$ cat src/rtl/scc68070_irq_ctrl_if.sv
// ---------------------------------------------------------------------------
// scc68070_irq_ctrl_if
// Bundles every request, acknowledge and vector signal exchanged between the
// SCC68070 interrupt controller and the rest of the chip / CPU core.
//
//   in2, in4, in5          external level requests at fixed levels 2/4/5
//   int1, int2             interrupt inputs with programmable levels
//   lir_int1_ipl/_int2_ipl their levels (3 bits, 0 disables)
//   *_req / *_ipl          on-chip requests (timer, UART rx/tx, I2C) + levels
//   iack, ack_level        CPU acknowledge cycle and acknowledged level
//   ipl                    level presented to the CPU (active high)
//   autovector, vector,    vector response for the acknowledge cycle
//   vector_valid
//   *_clr / *_ack          one-cycle source-clear pulses
//
// slave  : the interrupt controller
// master : the surrounding chip / CPU side
// ---------------------------------------------------------------------------
interface scc68070_irq_ctrl_if;
    logic       in2;
    logic       in4;
    logic       in5;
    logic       int1;
    logic       int2;
    logic [2:0] lir_int1_ipl;
    logic [2:0] lir_int2_ipl;
    logic       timer_req;
    logic       uart_rx_req;
    logic       uart_tx_req;
    logic       i2c_req;
    logic [2:0] timer_ipl;
    logic [2:0] uart_rx_ipl;
    logic [2:0] uart_tx_ipl;
    logic [2:0] i2c_ipl;
    logic       iack;
    logic [2:0] ack_level;
    logic [2:0] ipl;
    logic       autovector;
    logic [7:0] vector;
    logic       vector_valid;
    logic       int1_clr;
    logic       int2_clr;
    logic       timer_ack;
    logic       uart_rx_ack;
    logic       uart_tx_ack;
    logic       i2c_ack;

    modport slave (
        input  in2, in4, in5, int1, int2, lir_int1_ipl, lir_int2_ipl,
               timer_req, uart_rx_req, uart_tx_req, i2c_req,
               timer_ipl, uart_rx_ipl, uart_tx_ipl, i2c_ipl,
               iack, ack_level,
        output ipl, autovector, vector, vector_valid,
               int1_clr, int2_clr, timer_ack, uart_rx_ack, uart_tx_ack, i2c_ack
    );

    modport master (
        output in2, in4, in5, int1, int2, lir_int1_ipl, lir_int2_ipl,
               timer_req, uart_rx_req, uart_tx_req, i2c_req,
               timer_ipl, uart_rx_ipl, uart_tx_ipl, i2c_ipl,
               iack, ack_level,
        input  ipl, autovector, vector, vector_valid,
               int1_clr, int2_clr, timer_ack, uart_rx_ack, uart_tx_ack, i2c_ack
    );
endinterface

$ cat src/rtl/scc68070_irq_ctrl.sv
// ---------------------------------------------------------------------------
// scc68070_irq_ctrl
// Priority interrupt controller for the SCC68070: presents the highest
// pending level to the CPU, resolves the winning source when the CPU runs an
// acknowledge cycle, returns an (auto)vector and pulses the winner's clear.
//
// Ports
//   clk    system clock
//   reset  asynchronous, active-high reset
//   bus    scc68070_irq_ctrl_if.slave (all requests, levels, ack, vector)
//
// Configuration macro
//   SCC_IRQ_INT_EDGE_EN  defined: int1/int2 are captured by rising-edge
//                        latches that stay pending until their clear pulse.
//                        undefined: int1/int2 are used as levels directly.
// ---------------------------------------------------------------------------
module scc68070_irq_ctrl (
    input  logic                  clk,
    input  logic                  reset,
    scc68070_irq_ctrl_if.slave    bus
);

    typedef enum logic [1:0] {IDLE, ACK, HOLD} state_t;

    state_t     state_q, state_d;
    logic       iackPrev_q;
    logic [2:0] ipl_q, ipl_d;
    logic [7:0] vector_q, vector_d;
    logic       autovector_q, autovector_d;
    logic       valid_q, valid_d;
    // bit k is the clear pulse of priority slot k+3 (int1 .. i2c)
    logic [5:0] pulse_q, pulse_d;

    logic       int1Req, int2Req;
    logic [8:0] srcReq;
    logic [2:0] srcLvl [9];
    logic [8:0] pending;
    logic [2:0] maxLvl;
    logic       winFound;
    logic [3:0] winIdx;
    logic       iackRise;

`ifdef SCC_IRQ_INT_EDGE_EN
    logic int1Prev_q, int2Prev_q, int1Lat_q, int2Lat_q;

    // A new edge wins over a clear issued in the same cycle so that no
    // request is lost.
    always_ff @(posedge clk or posedge reset) begin
        if (reset) begin
            int1Prev_q <= 1'b0;
            int2Prev_q <= 1'b0;
            int1Lat_q  <= 1'b0;
            int2Lat_q  <= 1'b0;
        end else begin
            int1Prev_q <= bus.int1;
            int2Prev_q <= bus.int2;
            int1Lat_q  <= (int1Lat_q & ~pulse_d[0]) | (bus.int1 & ~int1Prev_q);
            int2Lat_q  <= (int2Lat_q & ~pulse_d[1]) | (bus.int2 & ~int2Prev_q);
        end
    end

    assign int1Req = int1Lat_q;
    assign int2Req = int2Lat_q;
`else
    assign int1Req = bus.int1;
    assign int2Req = bus.int2;
`endif

    // Sources listed in priority order within a level (slot 0 wins).
    always_comb begin
        srcReq    = {bus.i2c_req, bus.uart_tx_req, bus.uart_rx_req, bus.timer_req,
                     int2Req, int1Req, bus.in2, bus.in4, bus.in5};
        srcLvl[0] = 3'd5;
        srcLvl[1] = 3'd4;
        srcLvl[2] = 3'd2;
        srcLvl[3] = bus.lir_int1_ipl;
        srcLvl[4] = bus.lir_int2_ipl;
        srcLvl[5] = bus.timer_ipl;
        srcLvl[6] = bus.uart_rx_ipl;
        srcLvl[7] = bus.uart_tx_ipl;
        srcLvl[8] = bus.i2c_ipl;
    end

    // Level 0 disables a source, which also makes ack_level 0 spurious.
    always_comb begin
        pending  = '0;
        maxLvl   = 3'd0;
        winFound = 1'b0;
        winIdx   = 4'd0;
        for (int i = 0; i < 9; i++) begin
            pending[i] = srcReq[i] && (srcLvl[i] != 3'd0);
            if (pending[i] && (srcLvl[i] > maxLvl))
                maxLvl = srcLvl[i];
            if (!winFound && pending[i] && (srcLvl[i] == bus.ack_level)) begin
                winFound = 1'b1;
                winIdx   = 4'(i);
            end
        end
    end

    assign iackRise = bus.iack & ~iackPrev_q;

    // State register plus the registered outputs.
    always_ff @(posedge clk or posedge reset) begin
        if (reset) begin
            state_q      <= IDLE;
            iackPrev_q   <= 1'b0;
            ipl_q        <= 3'd0;
            vector_q     <= 8'd0;
            autovector_q <= 1'b0;
            valid_q      <= 1'b0;
            pulse_q      <= 6'd0;
        end else begin
            state_q      <= state_d;
            iackPrev_q   <= bus.iack;
            ipl_q        <= ipl_d;
            vector_q     <= vector_d;
            autovector_q <= autovector_d;
            valid_q      <= valid_d;
            pulse_q      <= pulse_d;
        end
    end

    // Next-state logic.
    always_comb begin
        state_d = state_q;
        case (state_q)
            IDLE:    if (iackRise) state_d = ACK;
            ACK:     state_d = HOLD;
            HOLD:    if (!bus.iack) state_d = IDLE;
            default: state_d = IDLE;
        endcase
    end

    // Output logic: ipl tracks pending only in IDLE; the vector and the
    // winner's clear pulse are launched on the ACK->HOLD edge.
    always_comb begin
        ipl_d        = ipl_q;
        vector_d     = vector_q;
        autovector_d = autovector_q;
        valid_d      = valid_q;
        pulse_d      = 6'd0;
        case (state_q)
            IDLE: ipl_d = maxLvl;
            ACK: begin
                valid_d = 1'b1;
                if (!winFound) begin
                    autovector_d = 1'b0;
                    vector_d     = 8'd24;
                end else if (winIdx <= 4'd4) begin
                    autovector_d = 1'b1;
                    vector_d     = 8'd24 + {5'd0, bus.ack_level};
                end else begin
                    autovector_d = 1'b0;
                    vector_d     = 8'd56 + {5'd0, bus.ack_level};
                end
                for (int k = 0; k < 6; k++)
                    if (winFound && (winIdx == 4'(k + 3)))
                        pulse_d[k] = 1'b1;
            end
            HOLD: if (!bus.iack) valid_d = 1'b0;
            default: ;
        endcase
    end

    assign bus.ipl          = ipl_q;
    assign bus.vector       = vector_q;
    assign bus.autovector   = autovector_q;
    assign bus.vector_valid = valid_q;
    assign bus.int1_clr     = pulse_q[0];
    assign bus.int2_clr     = pulse_q[1];
    assign bus.timer_ack    = pulse_q[2];
    assign bus.uart_rx_ack  = pulse_q[3];
    assign bus.uart_tx_ack  = pulse_q[4];
    assign bus.i2c_ack      = pulse_q[5];

endmodule

$ cat src/flat_wrapper.sv
// flat-port wrapper written by rule: the top's interface ports become plain ports
module scc68070_irq_ctrl_flat 
  (clk, reset, bus_in2, bus_in4, bus_in5, bus_int1, bus_int2, bus_lir_int1_ipl, bus_lir_int2_ipl, bus_timer_req, bus_uart_rx_req, bus_uart_tx_req, bus_i2c_req, bus_timer_ipl, bus_uart_rx_ipl, bus_uart_tx_ipl, bus_i2c_ipl, bus_iack, bus_ack_level, bus_ipl, bus_autovector, bus_vector, bus_vector_valid, bus_int1_clr, bus_int2_clr, bus_timer_ack, bus_uart_rx_ack, bus_uart_tx_ack, bus_i2c_ack);
  scc68070_irq_ctrl_if bus_i ();
  input  logic clk;
  input  logic reset;
  input wire logic [$bits(bus_i.in2)-1:0] bus_in2;
  input wire logic [$bits(bus_i.in4)-1:0] bus_in4;
  input wire logic [$bits(bus_i.in5)-1:0] bus_in5;
  input wire logic [$bits(bus_i.int1)-1:0] bus_int1;
  input wire logic [$bits(bus_i.int2)-1:0] bus_int2;
  input wire logic [$bits(bus_i.lir_int1_ipl)-1:0] bus_lir_int1_ipl;
  input wire logic [$bits(bus_i.lir_int2_ipl)-1:0] bus_lir_int2_ipl;
  input wire logic [$bits(bus_i.timer_req)-1:0] bus_timer_req;
  input wire logic [$bits(bus_i.uart_rx_req)-1:0] bus_uart_rx_req;
  input wire logic [$bits(bus_i.uart_tx_req)-1:0] bus_uart_tx_req;
  input wire logic [$bits(bus_i.i2c_req)-1:0] bus_i2c_req;
  input wire logic [$bits(bus_i.timer_ipl)-1:0] bus_timer_ipl;
  input wire logic [$bits(bus_i.uart_rx_ipl)-1:0] bus_uart_rx_ipl;
  input wire logic [$bits(bus_i.uart_tx_ipl)-1:0] bus_uart_tx_ipl;
  input wire logic [$bits(bus_i.i2c_ipl)-1:0] bus_i2c_ipl;
  input wire logic [$bits(bus_i.iack)-1:0] bus_iack;
  input wire logic [$bits(bus_i.ack_level)-1:0] bus_ack_level;
  output wire logic [$bits(bus_i.ipl)-1:0] bus_ipl;
  output wire logic [$bits(bus_i.autovector)-1:0] bus_autovector;
  output wire logic [$bits(bus_i.vector)-1:0] bus_vector;
  output wire logic [$bits(bus_i.vector_valid)-1:0] bus_vector_valid;
  output wire logic [$bits(bus_i.int1_clr)-1:0] bus_int1_clr;
  output wire logic [$bits(bus_i.int2_clr)-1:0] bus_int2_clr;
  output wire logic [$bits(bus_i.timer_ack)-1:0] bus_timer_ack;
  output wire logic [$bits(bus_i.uart_rx_ack)-1:0] bus_uart_rx_ack;
  output wire logic [$bits(bus_i.uart_tx_ack)-1:0] bus_uart_tx_ack;
  output wire logic [$bits(bus_i.i2c_ack)-1:0] bus_i2c_ack;
  assign bus_i.in2 = bus_in2;
  assign bus_i.in4 = bus_in4;
  assign bus_i.in5 = bus_in5;
  assign bus_i.int1 = bus_int1;
  assign bus_i.int2 = bus_int2;
  assign bus_i.lir_int1_ipl = bus_lir_int1_ipl;
  assign bus_i.lir_int2_ipl = bus_lir_int2_ipl;
  assign bus_i.timer_req = bus_timer_req;
  assign bus_i.uart_rx_req = bus_uart_rx_req;
  assign bus_i.uart_tx_req = bus_uart_tx_req;
  assign bus_i.i2c_req = bus_i2c_req;
  assign bus_i.timer_ipl = bus_timer_ipl;
  assign bus_i.uart_rx_ipl = bus_uart_rx_ipl;
  assign bus_i.uart_tx_ipl = bus_uart_tx_ipl;
  assign bus_i.i2c_ipl = bus_i2c_ipl;
  assign bus_i.iack = bus_iack;
  assign bus_i.ack_level = bus_ack_level;
  assign bus_ipl = bus_i.ipl;
  assign bus_autovector = bus_i.autovector;
  assign bus_vector = bus_i.vector;
  assign bus_vector_valid = bus_i.vector_valid;
  assign bus_int1_clr = bus_i.int1_clr;
  assign bus_int2_clr = bus_i.int2_clr;
  assign bus_timer_ack = bus_i.timer_ack;
  assign bus_uart_rx_ack = bus_i.uart_rx_ack;
  assign bus_uart_tx_ack = bus_i.uart_tx_ack;
  assign bus_i2c_ack = bus_i.i2c_ack;
  scc68070_irq_ctrl u_core (.clk(clk), .reset(reset), .bus(bus_i));
endmodule
$ cat config.mk
export PLATFORM = sky130hd
export DESIGN_NAME = scc68070_irq_ctrl_flat
export DESIGN_NICKNAME = d
export VERILOG_FILES = /design/src/rtl/scc68070_irq_ctrl_if.sv /design/src/rtl/scc68070_irq_ctrl.sv /design/src/flat_wrapper.sv
export SDC_FILE = /design/constraint.sdc
export NUM_CORES = 1
export LEC_CHECK = 0
export BUFFER_PORTS_ARGS = -buffer_cell sky130_fd_sc_hd__buf_2
export CAP_MARGIN = 20
export CORE_MARGIN = 10
export CORE_UTILIZATION = 55
export CTS_BUF_LIST = sky130_fd_sc_hd__clkbuf_8
export DETAILED_ROUTE_END_ITERATION = 16
export PLACE_DENSITY = 0.83
export SLEW_MARGIN = 20
export SYNTH_ARGS = -nofsm -noshare
export SYNTH_HDL_FRONTEND = slang
export SYNTH_SLANG_ARGS = --single-unit
$ cat constraint.sdc
create_clock -name clk -period 1.69 [get_ports clk]
set_input_delay 0.169 -clock clk [delete_from_list [all_inputs] [get_ports clk]]
set_output_delay 0.169 -clock clk [all_outputs]
set_load 0.01 [all_outputs]
==> results of run 1 <==
-- cell usage after synthesis, drive strengths merged, types with 2 or more instances --
master / n
nor2: 23
nand2: 21
dfrtp: 19
a21oi: 14
inv: 12
ha: 11
a31oi: 10
o21ai: 9
xnor2: 9
clkbuf: 7
nor3: 7
buf: 5
o21a: 5
xor2: 5
and3: 4
mux2: 4
nand3: 4
nor2b: 4
a22o: 3
nand2b: 3
nor3b: 3
nor4: 3
o211ai: 3
o22ai: 3
o31ai: 3
or2: 3
a211oi: 2
a21boi: 2
a21o: 2
a31o: 2
and2: 2
mux2i: 2
nand3b: 2
o31a: 2
or3: 2
or4: 2
-- timing repair --
action | in CTS
endpoints found under the setup margin | 8
hold buffers | 0
buffers inserted | 18
gates resized for setup | 38
pin swaps | 29
-- kinds of logic after synthesis --
logic type / count (synthesis) / share of synthesized area, %
AND/OR/NAND/NOR: 86 / 22.9
multiplexers: 6 / 3.84
flip-flops: 19 / 25.2
buffers and inverters: 24 / 5.90
XOR/XNOR: 14 / 6.49
adder cells (fa/ha/maj): 11 / 7.29
AO/OA/AOI/OAI: 72 / 28.2
other: 1 / 0.199
-- through the flow --
stage | cell area (um2) | TNS [ns] | hold slack [ns] | cells | setup slack, ns
3_5_place_dp | 2810 | -22.46 | 0.288 | 394 | -6.60
4_1_cts | 3170 | -18.63 | 0.0303 | 416 | -6.10
3_3_place_gp | 2810 | -20.91 | 0.283 | 394 | -6.20
2_1_floorplan | 2020 | -18.06 | 0.120 | 234 | -5.98
==> summary.txt, run 1 <==
Yosys
  • Largest area contributor in the netlist: dfrtp_1
  • Synth Flop Type: dfrtp_1
  • Register bit total from synthesis: 19
  • Syn avg cell area: roughly 8 um2
  • YS warnings: 0
  • FFs w/ async S/R, synth: between 90% and 100%
  • Top cell type's share of synthesized area: approximately 25%
  • Synth Cell Area: about 1900 um2
  • Seq/Total Area, Yosys: roughly a quarter
  • Synthesized instance count: 233
  • Number of synthesized flops with an enable pin: 0
  • Dominant cells by area after synthesis: dfrtp_1, ha_1, nor2_1
  • Synth unique cells: 60

Status
  • Stop stage: global routing
  • Error: [ERROR DPL-0038] Utilization greater than 100%, impossible to legalize
  • Status: did not finish

Global routing
  • Pin count of the biggest net entering global routing: 20

Clock network
  • CTS root buf: clkbuf_8
  • Clock Tree Buf Depth: 2
  • TritonCTS Sinks: 19
  • H-tree depth: 1
  • Num CTS Buffers: 3

Die
  • Die Ht: 78.6 um
  • Rows: 21
  • Initial Util: a little under three fifths
  • Width of the chip: 78.6 um
  • # IOs: 52

Place
  • Detail Placement HPWL: between 4000 and 5000 um
  • Final Wtd Congestion: ~0.92
  • IO buf count: between 40 and 50

STA
  • Grt repair worst endpoint: u_core.bus.ipl[0]$_DFFE_PP0P_/D
  • Worst endpoint type: register input
==> run 2, diff against run 1 <==
--- a/config.mk
+++ b/config.mk
@@ -8,10 +8,9 @@
 export BUFFER_PORTS_ARGS = -buffer_cell sky130_fd_sc_hd__buf_2
 export CAP_MARGIN = 20
 export CORE_MARGIN = 10
-export CORE_UTILIZATION = 55
-export CTS_BUF_LIST = sky130_fd_sc_hd__clkbuf_8
+export CORE_UTILIZATION = 40
 export DETAILED_ROUTE_END_ITERATION = 16
-export PLACE_DENSITY = 0.83
+export PLACE_DENSITY_LB_ADDON = 0.15
 export SLEW_MARGIN = 20
 export SYNTH_ARGS = -nofsm -noshare
 export SYNTH_HDL_FRONTEND = slang
==> summary.txt, run 2 <==
Yosys
  • YS warnings: 0 (unchanged)
  • Seq/Total Area, Yosys: 25.2% (unchanged)
  • Combinational family with the most area after synthesis: compound AO/OA/AOI/OAI gates
  • Largest area contributor in the netlist: dfrtp_1
  • Most frequent cell after synthesis: nor2_1
  • Synthesized instance count: 233 (unchanged)
  • FFs w/ async S/R, synth: 100% (unchanged)
  • Compound-Gate Fraction of Synth Area: 28.2% (unchanged)
  • Synth Flop Type: dfrtp_1
  • Register bit total from synthesis: 19 (unchanged)
  • Dominant cells by area after synthesis: dfrtp_1, ha_1, nor2_1
  • Commonest cells post-synth: nor2_1, nand2_1, dfrtp_1, a21oi_1, inv_1
  • Adder-cell share of the synthesized area: 7.29% (unchanged)
  • Synth unique cells: 60 (unchanged)
  • Post-Synth Simple-Gate Area: 22.9% (unchanged)
  • Top cell type's share of synthesized area: 25.2% (unchanged)
  • Syn avg cell area: 8.10 um2 (unchanged)
  • Synth Area in XOR/XNOR: 6.49% (unchanged)
  • Mux share of post-synthesis cell area: 3.84% (unchanged)
  • Number of synthesized flops with an enable pin: 0 (unchanged)
  • Synth Cell Area: 1890 um2 (unchanged)

STA
  • Final hold viol count: 0
  • Min Tclk post-route: just under 8 ns
  • Crit share post-route: 469%
  • WHS: ~0.012 ns
  • Worst setup margin: -6.24 ns
  • Pins Over Slew Limit: 0
  • Max transition margin: a little over half
  • Slew @ Worst Pin: roughly 0.68 ns
  • F_max: ~0.13 GHz
  • Unrepaired setup endpoints after global routing: yes
  • Clk_skew: between 0.0015 and 0.002 ns
  • Final setup fails: 10

Final layout
  • Layout overhead on the synthesized area: 82.1%
  • Diode count: 0
  • Fillers: approximately 310
  • # nets final: between 400 and 500
  • Non-Filler Instances: 432
  • Highest-count cells in the layout ignoring fill and taps: buf_4, buf_2, buf_6
  • Share of cells above drive strength 1: roughly 59%
  • Max reg flops: 6
  • Core Util, Final: 76.8%
  • Register with the highest flop count: u_core.pulse_q
  • Most common cell after layout, fill and taps aside: buf_4

Power and ir drop
  • Pwr per Cell Area: about 640 nW/um2
  • Peak supply drop: between 0.3 and 0.4 mV
  • Overall Power: approximately 2.2 mW
  • Sw Ratio: 36.3%
  • Clock share of power: between 10% and 20%
  • Switching Power: ~800 uW
  • Sequential power share: about a quarter
  • P_leak: 1.63 nW
  • Combinational Power Share: approximately three fifths
  • Internal: approximately 1.4 mW

Die
  • Core area: between 4000 and 5000 um2
  • Initial Util: 42.2% (-14 points)
  • Die Ht: 88.7 um (+13%)
  • Rows: 24 (+14%)
  • # IOs: 52 (unchanged)
  • Full die area: about 7900 um2
  • Width of the chip: 88.7 um (+13%)

Place
  • IO buf count: 49 (unchanged)
  • Final Wtd Congestion: 0.899 (-2.4%)
  • Detail Placement HPWL: 4890 um (-1.5%)
  • Cells after DPL: 406 (+3.0%)

Clock network
  • H-tree depth: 1 (unchanged)
  • TritonCTS Sinks: 19 (unchanged)
  • Clock transition at path regs: around 0.07 ns
  • Clock Tree Buf Depth: 2 (unchanged)
  • CTS root buf: clkbuf_8
  • CTS tree: done
  • # hold bufs at CTS: 0 (unchanged)
  • Skew-Pair Late Insertion Delay: roughly 0.25 ns
  • Num CTS Buffers: 3 (unchanged)

Global routing
  • First-pass GRT wire length: approximately 9900 um
  • Gr usage total: 15.0%
  • GR Overflow Total: 0
  • Initial antenna violation count: 0
  • Pin count of the biggest net entering global routing: 20
  • Vias in the first global route: around 2,300

Worst setup path
  • Worst Path Arrival: 8.06 ns
  • CP Class: in -> reg
  • Slowest-stage cell, CP: or4_4
  • CP Data Required Time: between 1.5 and 2 ns
  • Setup crit start kind: primary input
  • Worst Path Max Fanout: 3
  • Slowest stage delay, CP: ~0.57 ns
  • CP endpoint kind: register

Routing
  • Detailed Route Iter0 Violations: 88
  • Vias per cell: ~5.5
  • Vias: roughly 2,400
  • Residual DRC count: 0
  • Post-Route WL: a little under 7000 um
  • Final ANT Viol Nets: 0
  • Pre-Repair DR Iteration Count: 4
  • Wire per inst: ~16 um

Status
  • Status: finished with violations
  • Failing checks: negative setup slack

Job
  • MaxCap Viol Count: 0

Hold path
  • Worst hold path class: in -> async
[run 2: worst max-delay path: cells and delay by family]
family                     cells  cell delay, ns
AOI/OAI and AO/OA             17            3.20
adders and majority gates      6            1.36
buffers and inverters          6            0.76
muxes                          3            0.96
and+or+nand+nor                8            1.60
[run 2: worst paths after layout]
check                                               from                          endpoint  slack (ns)  cells after the start
setup / recovery                                 bus_in5     u_core.bus.ipl[2]$_DFFE_PP0P_       -6.24                     40
hold / removal                                     reset       u_core.pulse_q[5]$_DFF_PP0_        0.01                      2
setup reg to reg           u_core.state_q[1]$_DFFE_PP0P_     u_core.bus.ipl[0]$_DFFE_PP0P_        0.36                      4
hold reg to reg              u_core.iackPrev_q$_DFF_PP0_     u_core.state_q[0]$_DFFE_PP0P_        0.41                      1
max in group asynchronous                          reset  u_core.bus.vector[0]$_DFFE_PP0P_        1.25                      2
min in group clk                                bus_iack       u_core.iackPrev_q$_DFF_PP0_        0.06                      1
[run 2: cell families after synthesis]
group / after synthesis
xor gates and xnor gates: 14
muxes: 6
AOI/OAI and AO/OA: 72
DFF: 19
other: 1
adders and majority gates: 11
and+or+nand+nor: 86
buffers and inverters: 24
[run 2: power by group through the flow]
stage                     logic, mW  clock network [mW]  registers (mW)
after CTS                      1.13               0.308           0.580
final                          1.31               0.307           0.581
after global routing           1.42               0.339           0.591
after global placement        0.978                   0           0.584
after detailed placement       1.00                   0           0.587
after floorplan               0.509                   0           0.620
[run 2: per-layer routing]
layer	GRT usage [%]	wire length, um
met3	2.11	420
met4	2.94	123
met5	0	0
met2	28.3	3680
met1	17.4	2630
[run 2: cell type report]
class,instances,area [um2],share of cell area [%]
tap,52,65.1,1.89
multi-input combinational,191,1670,48.5
inverter,12,45.0,1.31
clock buffer,4,45.0,1.31
timing repair buffer,154,1140,33.2
sequential,19,475,13.8
[run 2: through the flow]
| step | TNS (ns) | setup slack [ns] | cell area (um2) |
|---|---|---|---|
| 6_report | -19.58 | -6.24 | 3440 |
| 3_5_place_dp | -21.76 | -6.53 | 2860 |
| 4_1_cts | -18.30 | -6.04 | 3130 |
| 3_3_place_gp | -20.84 | -6.30 | 2860 |
| 2_1_floorplan | -18.06 | -5.98 | 2020 |
| 5_1_grt | -21.06 | -6.58 | 3440 |
[run 2: timing repair]
action	CTS	global route
gates resized for setup	30	48
setup endpoints to repair	7	12
pin swaps	21	30
buffers inserted	10	17
Note: power is estimated with default switching activity, not from simulation.
